$ cat src/rtl/led_mode_scheduler.sv
// Animation mode sequencer: advances mode on a debounced button press or dwell expiry,
// and applies each change only at an animation frame boundary (or after a timeout).
//
// state   | meaning
// --------+---------------------------------------------------------------
// IDLE    | scheduler disabled, mode held, outputs quiet
// RUN     | dwell timer running, watching for a press or dwell expiry
// PENDING | change requested, waiting for frame_done or timeout
// SWITCH  | one cycle: new mode applied, animation restart pulsed
module led_mode_scheduler #(
    parameter int START_MODE      = 2,
    parameter int DWELL_CYCLES    = 2500000,
    parameter int DEBOUNCE_CYCLES = 500000,
    parameter int FRAME_TIMEOUT   = 1000000
) (
    input  logic       clk,
    input  logic       rst,
    input  logic       enable,
    input  logic       auto_en,
    input  logic       btn,
    input  logic       frame_done,
    output logic [1:0] mode,
    output logic       anim_rst,
    output logic       switching
);

    localparam int DWELL_W = $clog2(DWELL_CYCLES);
    localparam int DB_W    = $clog2(DEBOUNCE_CYCLES);
    localparam int TMO_W   = $clog2(FRAME_TIMEOUT);

    localparam logic [DWELL_W-1:0] DWELL_LAST = DWELL_W'(DWELL_CYCLES - 1);
    localparam logic [DB_W-1:0]    DB_LAST    = DB_W'(DEBOUNCE_CYCLES - 1);
    localparam logic [TMO_W-1:0]   TMO_LAST   = TMO_W'(FRAME_TIMEOUT - 1);
    localparam logic [1:0]         MODE_INIT  = 2'(START_MODE);

    typedef enum logic [1:0] {
        IDLE    = 2'd0,
        RUN     = 2'd1,
        PENDING = 2'd2,
        SWITCH  = 2'd3
    } state_t;

    state_t             state;
    logic [1:0]         next_mode;
    logic [DWELL_W-1:0] dwell_cnt;
    logic [TMO_W-1:0]   tmo_cnt;

    logic               btn_meta;
    logic               btn_sync;
    logic               db_level;
    logic [DB_W-1:0]    db_cnt;
    logic               press;

    logic               dwell_hit;
    logic               tmo_hit;

    assign dwell_hit = auto_en && (dwell_cnt == DWELL_LAST);
    assign tmo_hit   = (tmo_cnt == TMO_LAST);

    // Debounced level only moves after the synchronized input disagrees for a full window.
    always_ff @(posedge clk) begin
        if (!rst) begin
            btn_meta <= 1'b0;
            btn_sync <= 1'b0;
            db_level <= 1'b0;
            db_cnt   <= '0;
            press    <= 1'b0;
        end else begin
            btn_meta <= btn;
            btn_sync <= btn_meta;
            press    <= 1'b0;
            if (btn_sync != db_level) begin
                if (db_cnt == DB_LAST) begin
                    db_level <= btn_sync;
                    db_cnt   <= '0;
                    press    <= btn_sync;
                end else begin
                    db_cnt <= db_cnt + 1'b1;
                end
            end else begin
                db_cnt <= '0;
            end
        end
    end

    always_ff @(posedge clk) begin
        if (!rst) begin
            state     <= IDLE;
            mode      <= MODE_INIT;
            next_mode <= MODE_INIT;
            anim_rst  <= 1'b0;
            switching <= 1'b0;
            dwell_cnt <= '0;
            tmo_cnt   <= '0;
        end else begin
            anim_rst <= 1'b0;
            case (state)
                IDLE: begin
                    switching <= 1'b0;
                    dwell_cnt <= '0;
                    tmo_cnt   <= '0;
                    if (enable) begin
                        // Entering from IDLE just restarts the animation on the current mode.
                        state     <= SWITCH;
                        next_mode <= mode;
                        anim_rst  <= 1'b1;
                        switching <= 1'b1;
                    end
                end

                RUN: begin
                    if (!enable) begin
                        state     <= IDLE;
                        switching <= 1'b0;
                        dwell_cnt <= '0;
                    end else if (press || dwell_hit) begin
                        state     <= PENDING;
                        next_mode <= mode + 2'd1;
                        dwell_cnt <= '0;
                        tmo_cnt   <= '0;
                        switching <= 1'b1;
                    end else if (auto_en) begin
                        dwell_cnt <= dwell_cnt + 1'b1;
                    end
                end

                PENDING: begin
                    if (!enable) begin
                        state     <= IDLE;
                        switching <= 1'b0;
                        dwell_cnt <= '0;
                        tmo_cnt   <= '0;
                    end else if (frame_done || tmo_hit) begin
                        state     <= SWITCH;
                        mode      <= next_mode;
                        anim_rst  <= 1'b1;
                        switching <= 1'b1;
                        dwell_cnt <= '0;
                        tmo_cnt   <= '0;
                    end else begin
                        tmo_cnt <= tmo_cnt + 1'b1;
                    end
                end

                SWITCH: begin
                    switching <= 1'b0;
                    dwell_cnt <= '0;
                    tmo_cnt   <= '0;
                    state     <= enable ? RUN : IDLE;
                end

                default: begin
                    state     <= IDLE;
                    switching <= 1'b0;
                end
            endcase
        end
    end

endmodule

$ cat config.mk
export PLATFORM = sky130hd
export DESIGN_NAME = led_mode_scheduler
export DESIGN_NICKNAME = d
export VERILOG_FILES = /design/src/rtl/led_mode_scheduler.sv
export SDC_FILE = /design/constraint.sdc
export NUM_CORES = 1
export LEC_CHECK = 0
export CORE_ASPECT_RATIO = 1.75
export CORE_MARGIN = 10
export CORE_UTILIZATION = 55
export DETAILED_ROUTE_END_ITERATION = 10
export PLACE_DENSITY = 0.72
export SLEW_MARGIN = 20
export SYNTH_ARGS = -nofsm -noshare
export SYNTH_HDL_FRONTEND = slang
export SYNTH_SLANG_ARGS = --single-unit
$ cat constraint.sdc
create_clock -name clk -period 3 [get_ports clk]
set_clock_uncertainty 0.05 [all_clocks]
set_input_delay 0.6 -clock clk [delete_from_list [all_inputs] [get_ports clk]]
set_output_delay 0.6 -clock clk [all_outputs]
set_load 0.05 [all_outputs]
After elaboration in Yosys (flattened, before gate mapping) --
Cells that the tools add are included.
Word-level totals: flip-flop bits (word level) 73, bits of input ports 6, output and inout port bits 4, word-level logic and storage cells 77
Cells by class: $add $sub $neg 4, equality and inequality tests 13, mux-type cells 31, bitwise logic cells 2, reduce and logical (&&, ||, !) cells 15
Operators with widths (number):
- $mux 22 | 5
- $mux 20 | 4
- $pmux 22 s3 | 1
- $pmux 20 s3 | 1
- $add 22x1->22 const B | 1
- $eq 22x22->1 const B | 1
- $add 20x1->20 const B | 1
- $eq 20x20->1 const B | 1
- $add 19x1->19 const B | 1
- $eq 19x19->1 const B | 1
- $mux 2 | 8
- $reduce_and 3->1 | 3
- $mux 1 | 8
- $pmux 2 s4 | 1
- $reduce_and 2->1 | 4
- $ne 2x2->1 const B | 3
- $ne 3x3->1 const B | 2
- $eq 2x2->1 const B | 2
- $ne 4x4->1 const B | 1
- $pmux 1 s4 | 1
- $pmux 2 s2 | 1
- $reduce_and 4->1 | 1
- $reduce_or 3->1 | 1
- $add 2x1->2 const B | 1
- other kinds (9) | 11

Logic depth before layout (Yosys ltp) --
depth in word-level cells 6, depth in mapped cells 9, depth with buffers taken out 6

Worst setup path after synthesis --
OpenSTA, ideal clock, no wires.
path type flip-flop to flip-flop, start reg dwell_cnt[0], end reg tmo_cnt[15], library setup time 0.120 ns, arrival 2.148 ns, data required time 2.830 ns, setup slack 0.683 ns, cell stages (with the launch flop) 9, buffers on the path 2, cell sequence dfxtp_1 -> ha_1 -> nand4_1 -> nor4_4 -> a21oi_2 -> or2_0 -> clkbuf_1 -> buf_2 -> a211o_1
Between the ends: cells in the longest elaborated chain, start to end 5
RTL lines:
- from (decl) | RTL line 45 | logic [DWELL_W-1:0] dwell_cnt;
- from (signal assigned) | RTL line 123 | dwell_cnt <= dwell_cnt + 1'b1;
- $eq 22x22->1 | RTL line 57 | assign dwell_hit = auto_en && (dwell_cnt == DWELL_LAST);
- $logic_and 1x1->1 | RTL line 57
- $logic_or 1x1->1 | RTL line 116 | end else if (press || dwell_hit) begin
- $ne 2x2->1 (no line)
- $reduce_and 2->1 (no line)
- to (signal assigned) | RTL line 141 | tmo_cnt <= tmo_cnt + 1'b1;
- to (decl) | RTL line 46 | logic [TMO_W-1:0] tmo_cnt;
Every way passes these cells. A chain may end at the register's enable or synchronous reset.

Worst setup path in the final report --
start reg dwell_cnt[0], end reg tmo_cnt[2]
The elaborated chain is that of the path after synthesis.

==> out/metrics.csv <==
stage,metric,value,unit
clocking,cts_tree,built,
synth,synth_edf_count,0,
worst_setup_path,max_stage_delay,500,ps
place,place.gp.congestion,0.8667,
synth,synth_area_leader_cell,dfxtp_1,
worst_setup_path,end_kind,flop,
route,wl_per_cell,15.90,um
pwr,p_total,2.254,mW
synth,ys_async_sr_fraction,0,
floorplan,io-pin-count,10,
finish,area_delta_synth_final,14.23,%
floorplan,core,6539,um2
finish,n_fill_cell,579,
place,port_buffers,9,
timing,grt_setup_unrepaired,false,
worst_setup_path,slowest_stage,or2_0,
clocking,cts_max_path_buffers,2,
worst_setup_path,required,3170,ps
worst_setup_path,start_kind,flop,
floorplan,start_util,0.5675,
pwr,leakage,1.549,nW
route,routed_via_density,6.041,
clocking,post_cts_buffers,0,
global_routing,grt-ovfl-total,0,
synth,ys_seq_area_frac,0.3938,
timing,tightestPinTransition,814.3,ps
place,placed_area,3899,um2
synth,ys_top_cells_by_count,"dfxtp_1, nor2_1, nand2_1",
synth,ys_warn_count,0,
global_routing,grt_pass1_vias,3205,
route,drt_iter0_drc,191,
synth,syn_area_per_cell,8.434,um2
timing,final_hold_viol_count,0,
synth,synth.cell_area,3711,um2
global_routing,track_usage,0.1744,
global_routing,grt_pass1_wl,14.65,mm
timing,holdWs,390.6,ps
synth,synth_most_common_cell,dfxtp_1,
synth,ys_types,60,
floorplan,dieWidth,82.10,um
global_routing,grt_max_degree,22,
finish,antennaDiodeCount,0,
clocking,clk_latency,330,ps
timing,finalMaxSlewViolations,0,
floorplan,die-area,10560,um2
route,vias,3280,
hold_path,hold_path_class,flop to flop,
clocking,htreeDepth,3,
route,ant_nets,0,
global_routing,grt_antenna_before_repair,0,
finish,final_area,4239,um2
timing,setup-violations-final,0,
place,dp.cells,527,
finish,instances_no_fill,543,
worst_setup_path,critPathKind,flop to flop,
pwr,ir_drop,0.0003807,V
synth,synth_top_cell_area_share,0.3938,
outcome,status,finished clean,
clocking,cts_made_buffers,9,
synth,yosys-top-cells-area,"dfxtp_1, nand3_1, nor2_1",
clocking,numClockSinks,73,
finish,num-nets-final,465,
clocking,cts_hold_buf,0,
worst_setup_path,crit_chain,"ha_1, nand4_1, nor4_4, a21oi_2, or2_0, a221o_1",
clocking,cts_resized,0,
timing,slew_headroom,0.4514,
timing,setup-tns-final,0,ps
flow_run,max_cap_violations,0,
route,drt_wl_total,8.631,mm
synth,synth_seq_cells,73,
clocking,root_buffer,clkbuf_16,
worst_setup_path,crit_arrival,2850,ps
timing,finalCritPeriodShare,0.8943,
clocking,clkTransAtPathRegs,50,ps
pwr,cellPowerDensity,531.8,nW/um2
timing,min_period,2683,ps
synth,synthCells,440,
worst_setup_path,cp_top_family,simple AND/OR/NAND/NOR gates,
floorplan,rows,39,
worst_setup_path,path_max_fanout,14,
synth,synth_nets,449,
place,place_ws,146.6,ps
synth,ys.flop_type,dfxtp_1,
route,dr.pass1.iters,4,
floorplan,dieHeight,128.7,um
timing,postLayoutSetupSlackWorst,317.2,ps
finish,utilization,0.6483,
place,dpl.hpwl,6.313,mm
route,route.detailed.drc,0,
timing,clock.fmax,372.7,MHz
finish,drive_gt1_frac,0.09544,
worst_setup_path,path_buf_inv,0,
## per-layer routing
layer | GRT usage | up-vias | part of all wire
met5 | 0 | - | 0
met4 | 0.09256 | 0 | 0.031
met3 | 0.04254 | 21 | 0.030
met2 | 0.3193 | 53 | 0.55
met1 | 0.1715 | 1571 | 0.39
li1 | - | 1635 | -
## logic make-up after synthesis
kind of cell	count (synthesis)	synth area share
flops	73	0.3938
simple gates	215	0.3163
xor+xnor	27	0.06372
compound gates	83	0.1514
buf+inv	32	0.04585
mux	7	0.01888
fa+ha+maj	3	0.01012
## worst paths after layout
kind           startpoint    endpoint  slack [ps]  depth (start not counted)
max          dwell_cnt[0]  tmo_cnt[2]         320                          6
min              btn_meta    btn_sync         390                          1
max reg2reg  dwell_cnt[0]  tmo_cnt[2]         320                          6
min reg2reg      btn_meta    btn_sync         390                          1
## area by class of cell
| cell class | instances | area [um2] | share of cell area |
|---|---|---|---|
| Clock buffer | 12 | 266.5 | 0.06287 |
| Sequential cell | 73 | 1461 | 0.3447 |
| Clock inverter | 4 | 73.82 | 0.01741 |
| Inverter | 12 | 45.04 | 0.01063 |
| Timing Repair Buffer | 25 | 210.2 | 0.04959 |
| Multi-Input combinational cell | 335 | 2079 | 0.4906 |
| Tap cell | 82 | 102.6 | 0.02420 |
## registers in the layout (all words and copies together), names as in the netlist
name / cells
anim_rst: 1
btn_meta: 1
btn_sync: 1
db_cnt: 19
db_level: 1
dwell_cnt: 22
mode: 2
next_mode: 2
press: 1
state: 2
switching: 1
tmo_cnt: 20
## power breakdown
| part | switching [mW] | leakage, nW | internal (mW) |
|---|---|---|---|
| Combinational | 0.0490 | 0.791 | 0.0312 |
| Clock | 0.396 | 0.169 | 0.795 |
| Sequential | 0.00679 | 0.589 | 0.976 |
## cell usage in the layout (no fill, tap or decap), types with 11 or more instances in the layout
cell	count
nand3_1	34
inv_1	11
nor2_1	45
a21oi_1	15
nor3_1	16
o21ai_0	15
xnor2_1	13
dfxtp_1	73
xor2_1	14
buf_4	16
and3_1	16
nand2_1	43
a31oi_1	14
(Power assumes the default switching activity.)
==> variant 1: new RTL, same flow settings <==
Set the parameter `DWELL_CYCLES` to 10000000 (it was 2500000).
--- a/src/rtl/led_mode_scheduler.sv
+++ b/src/rtl/led_mode_scheduler.sv
@@ -11,3 +11,3 @@
     parameter int START_MODE      = 2,
-    parameter int DWELL_CYCLES    = 2500000,
+    parameter int DWELL_CYCLES    = 10000000,
     parameter int DEBOUNCE_CYCLES = 500000,
Function: same outputs for any inputs over 10 cycles, from zero or initial values and one cycle with rst low; that may be too few to reach the edited logic, so the function may still have changed.
==> variant 1 against the original RTL <==
  * Via count increased by 15%
  * Combinational power increased by 63%
  * Area after synthesis increased by 6.3%
  * Total power decreased by 6.5%
  * Sequential cell count increased by 2
  * Worst setup slack improved by 92 ps
  * Design area increased by 4.7%
  * Routed wire length increased by 18%
==> variant 1: results (changes against the original RTL) <==
* CP peak stage delay at 550 ps (+50 ps)
* Worst R2R Setup Slack at 410 ps (+90 ps)
* Post-synth cell types at 63 (+5.0%)
* Fraction of registers with async set/reset at 0% (unchanged)
* Max_slew headroom at 39.93% (-5.2 points)
* Root Buffer Master: clkbuf_16
* Longest Clk Path Bufs at 2 (unchanged)
* Top cells by area, synth: dfxtp_1 (38%), nand3_1 (4.3%), nand2_1 (3.7%)
* Post-CTS Resized at 0 (unchanged)
* Setup crit start kind: register
* Setup violators final at 0 (unchanged)
* Initial DRC Count at 251 (+31%)
* Post-synthesis sequential area ratio at 38.05% (-1.3 points)
* Status: finished clean
* Worst Min Path Start: btn_meta
* Fin cells at 571 (+5.2%)
* Hold EP: btn_sync
* Antenna diodes at 0 (unchanged)
* Pleak at 1.363 nW (-12%)
* Post-CTS Hold Buffers at 0 (unchanged)
* Reg-to-Reg End: tmo_cnt[6]
* Wire per inst at 17.83 um (+12%)
* Post-Syn Area per Cell at 8.450 um^2 (+0.19%)
* Hold WS at 385.1 ps (-5.414 ps)
* Hold path depth at 1 (unchanged)
* Max reg flops at 24 (+9.1%)
* Ys Warns at 0 (unchanged)
* First-pass GRT wire length at 17450 um (+19%)
* FF-to-FF Start: tmo_cnt[8]
* DPL Wire Length at 7320 um (+16%)
* Crit-path slowest cell: or4b_4
* DR pass1 iterations at 4 (unchanged)
* Setup Buffers After CTS at 0 (unchanged)
* Filler cell count at 612 (+5.7%)
* P_int at 1.625 mW (-9.9%)
* Ratio of cells with drive above 1 in the final layout at 10.27% (+0.72 points)
* Nets at 492 (+5.8%)
* Biggest regs: dwell_cnt (24), tmo_cnt (20), db_cnt (19)
* Crit path arrival time at 2730 ps (-120 ps)
* Placed Area at 4178 um^2 (+7.2%)
* Hold/Removal Path Class: register to register
* H-Tree Depth at 3 (unchanged)
* Clock latency on the worst-skew pair at 330 ps (about the same)
* Placer Congestion at 0.9269 (+6.9%)
* Largest net degree at the start of global routing at 28 (+27%)
* Clock buffer count from CTS at 9 (unchanged)
* Reg2Reg Depth at 6 (unchanged)
* Overall Global Routing Usage at 18.26% (+0.81 points)
* Peak supply drop at 0.3338 mV (-12%)
* Clock-pin slew on the worst setup and hold paths at 60 ps
* Commonest cells in the netlist: dfxtp_1 (75), nand2_1 (39), nor2_1 (35)
* Vias in the first global route at 3784 (+18%)
* IO buf count at 9 (unchanged)
* Placed cells at 556 (+5.5%)
* Worst Path Max Fanout at 12 (-2)
* Vias per cell at 6.616 (+9.5%)
* Syn nets at 476 (+6.0%)
[variant 1: changes by cell type after synthesis, sizes merged, moves of 7 or more]
cell    change
a21oi      +13
a311oi     +12
nor2       -10
or4        +10
a22o        -8
and3        -8
nand4       +8
nor3        -8
o31ai       +8
buf         +7
[variant 1: power groups by stage]
| stage | logic, mW | registers (mW) | clock network (mW) |
|---|---|---|---|
| after global placement | 0.128 | 1.03 | 0 |
| final | 0.131 | 1.01 | 0.963 |
| after CTS | 0.130 | 1.01 | 0.978 |
| after detailed placement | 0.129 | 1.03 | 0 |
| after global routing | 0.142 | 1.01 | 1.01 |
| after floorplan | 0.0758 | 1.04 | 0 |
[variant 1: area by class of cell]
| class | count | share of cell area [%] |
|---|---|---|
| multi-input combinational | 360 | 51.55 |
| sequential | 75 | 33.82 |
| timing repair buffer | 29 | 5.693 |
| clock buffer | 12 | 5.552 |
| tap | 84 | 2.368 |
| inverter | 8 | 0.6764 |
| clock inverter | 3 | 0.3382 |
[variant 1: how the worst max path moves through the flow]
stage | slack [ps] | cells past startpoint | to
4_1_cts | 400 | 6 | tmo_cnt[6]
3_5_place_dp | 140 | 7 | tmo_cnt[16]
5_1_grt | 270 | 6 | tmo_cnt[6]
6_report | 410 | 6 | tmo_cnt[6]
2_1_floorplan | 630 | 9 | tmo_cnt[13]
3_3_place_gp | 240 | 7 | tmo_cnt[16]
[variant 1: cells by family (layout without fill, tap and decap cells)]
kind of cell	Yosys count	after routing	synth area share (%)
adders and majority gates	3	3	0.9513
buffers and inverters	32	52	4.154
xor gates and xnor gates	20	20	4.439
muxes	1	1	0.2537
AOI/OAI and AO/OA	126	126	22.80
and+or+nand+nor	210	210	29.36
DFF	75	75	38.05
[variant 1: critical path, delay by kind of cell (launching register included)]
| kind | cells | cell delay [ps] |
|---|---|---|
| compound gates | 3 | 830 |
| buf+inv | 1 | 210 |
| flops | 1 | 360 |
| simple gates | 2 | 990 |
[variant 1: metrics by stage]
| step | util (%) | setup WS, ps |
|---|---|---|
| 2_1_floorplan | - | 626.3 |
| 3_3_place_gp | 60.49 | 244.4 |
| 5_1_grt | 64.28 | 273.0 |
| 4_1_cts | 64.28 | 397.7 |
| 3_5_place_dp | 60.49 | 143.4 |
| 6_report | 64.28 | 409.5 |
[variant 1: metal layers]
metal | track usage [%] | routed length [um] | vias to the layer above
li1 | - | - | 1839
met1 | 19.19 | 3924 | 1802
met2 | 33.08 | 5509 | 115
met3 | 4.022 | 489 | 22
met4 | 8.224 | 259 | 0
met5 | 0 | 0 | -
==> variant 2: new RTL, config.mk and constraints unchanged <==
Made on the original files. Encoding of `state_t`: now one-hot (4 bits for 4 states).
--- a/src/rtl/led_mode_scheduler.sv
+++ b/src/rtl/led_mode_scheduler.sv
@@ -35,7 +35,7 @@
 
-    typedef enum logic [1:0] {
-        IDLE    = 2'd0,
-        RUN     = 2'd1,
-        PENDING = 2'd2,
-        SWITCH  = 2'd3
+    typedef enum logic [3:0] {
+        IDLE    = 4'b0001,
+        RUN     = 4'b0010,
+        PENDING = 4'b0100,
+        SWITCH  = 4'b1000
     } state_t;
Behaviour: no difference found for any inputs over 10 cycles, from zero or initial values and one cycle with rst low; not proved beyond that.
==> variant 2 against the original RTL <==
  * Sequential cell count increased by 2
  * Critical path depth is 3 higher
  * Largest power group is now registers
  * Routed wire length decreased by 4.7%
  * Design area rose by 1.8%
  * Area after synthesis increased by 0.34%
  * Total power shrank 4.9%
  * Worst setup slack got worse by 150 ps
  * Sequential share of layout area is 0.32 points higher
==> variant 2: results (changes against the original RTL) <==
* Ratio of cells with drive above 1 in the final layout at 12.26% (+2.7 points)
* First-pass GRT wire length at 14360 um (-2.0%)
* Adder-cell share of the synthesized area at 1.008% (-0.0034 points)
* Complex-gate fraction of the synthesized area at 14.89% (-0.25 points)
* Worst Path Max Fanout at 19 (+5)
* Filler cell count at 560 (-3.3%)
* Post-synthesis mux area share at 0.8065% (-1.1 points)
* Least-Margin Pin Slew at 697.0 ps (-117.3 ps)
* Vias per cell at 5.905 (-2.3%)
* Post-synthesis sequential area ratio at 40.32% (+0.94 points)
* Status: finished clean
* Crit path arrival time at 3010 ps (+160 ps)
* Pre-CTS setup slack at -159.6 ps (-306.2 ps)
* Nets at 478 (+2.8%)
* Commonest cells in the netlist: dfxtp_1 (75), nor2_1 (59), xnor2_1 (31)
* Vias in the first global route at 3197 (-0.25%)
* DPL Wire Length at 5905 um (-6.5%)
* Placed cells at 540 (+2.5%)
* Post-Synth XOR/XNOR Area at 9.644% (+3.3 points)
* Overall Global Routing Usage at 16.93% (-0.52 points)
* Placed Area at 4045 um^2 (+3.8%)
* Placer Congestion at 0.8607 (-0.69%)
* Largest net degree at the start of global routing at 25 (+14%)
* Total Routed Length at 8225 um (-4.7%)
* Fin cells at 555 (+2.2%)
[variant 2: changes by cell type in the layout (fill, tap and decap cells not counted), sizes merged, moves of 6 or more]
cell | before | now
a31o | 0 | 6
and2 | 6 | 13
nand2 | 43 | 30
nand3 | 34 | 27
and3 | 17 | 6
nor2 | 45 | 59
a31oi | 14 | 3
and4 | 0 | 6
buf | 16 | 27
a21oi | 16 | 27
a22o | 8 | 0
xnor2 | 13 | 31
o211ai | 2 | 9
[variant 2: where the power goes]
group | switching (mW) | leakage, nW | internal [mW] | total, mW
sequential | 0.00884 | 0.606 | 1.00 | 1.01
clock | 0.407 | 0.124 | 0.576 | 0.982
combinational | 0.0859 | 0.672 | 0.0615 | 0.147
total | 0.501 | 1.40 | 1.64 | 2.14
[variant 2: final timing paths]
kind	slack, ps	depth (start not counted)	from	endpoint
worst max-delay path	170	9	auto_en	tmo_cnt[12]
worst min-delay path	400	1	btn_meta	btn_sync
worst max register to register	260	7	tmo_cnt[7]	dwell_cnt[1]
worst min register to register	400	1	btn_meta	btn_sync
[variant 2: layout make-up]
class	instances	area [um^2]	area share, %
flip-flops and latches	75	1501	34.79
clock buffers	11	242.7	5.625
repair buffers	36	305.3	7.075
clock inverters	4	27.53	0.6379
multi-input cells	340	2110	48.88
well taps	82	102.6	2.377
inverters	7	26.28	0.6089
[variant 2: kinds of logic after synthesis]
group / count (synthesis)
AO/OA/AOI/OAI: 85
XOR/XNOR: 41
buffers and inverters: 30
multiplexers: 3
adder cells (fa/ha/maj): 3
AND/OR/NAND/NOR: 208
flip-flops: 75
[variant 2: critical path, stage by stage]
cell and delay (ps):
clkdlybuf4s50_1 470, or4b_2 600, nor4_1 260, buf_4 170, nand4_1 140, buf_4 240
a211oi_1 290, xnor2_1 170, nor2_1 70
[variant 2: metrics by stage]
| stage | hold WS [ps] | utilization (%) | setup TNS, ps |
|---|---|---|---|
| after global routing | 398.7 | 66.00 | 0 |
| after CTS | 392.8 | 66.00 | 0 |
| final | 400.7 | 66.00 | 0 |
| after floorplan | 361.9 | - | 0 |
| after global placement | 377.5 | 61.86 | -876.3 |
| after detailed placement | 379.1 | 61.86 | -1180 |
[variant 2: routing by layer]
| layer | wire length (um) | GRT usage, % | up-vias |
|---|---|---|---|
| li1 | - | - | 1657 |
| met1 | 3382 | 18.42 | 1542 |
| met2 | 4299 | 28.51 | 54 |
| met3 | 268 | 3.417 | 24 |
| met4 | 274 | 10.87 | 0 |
| met5 | 0 | 0 | - |
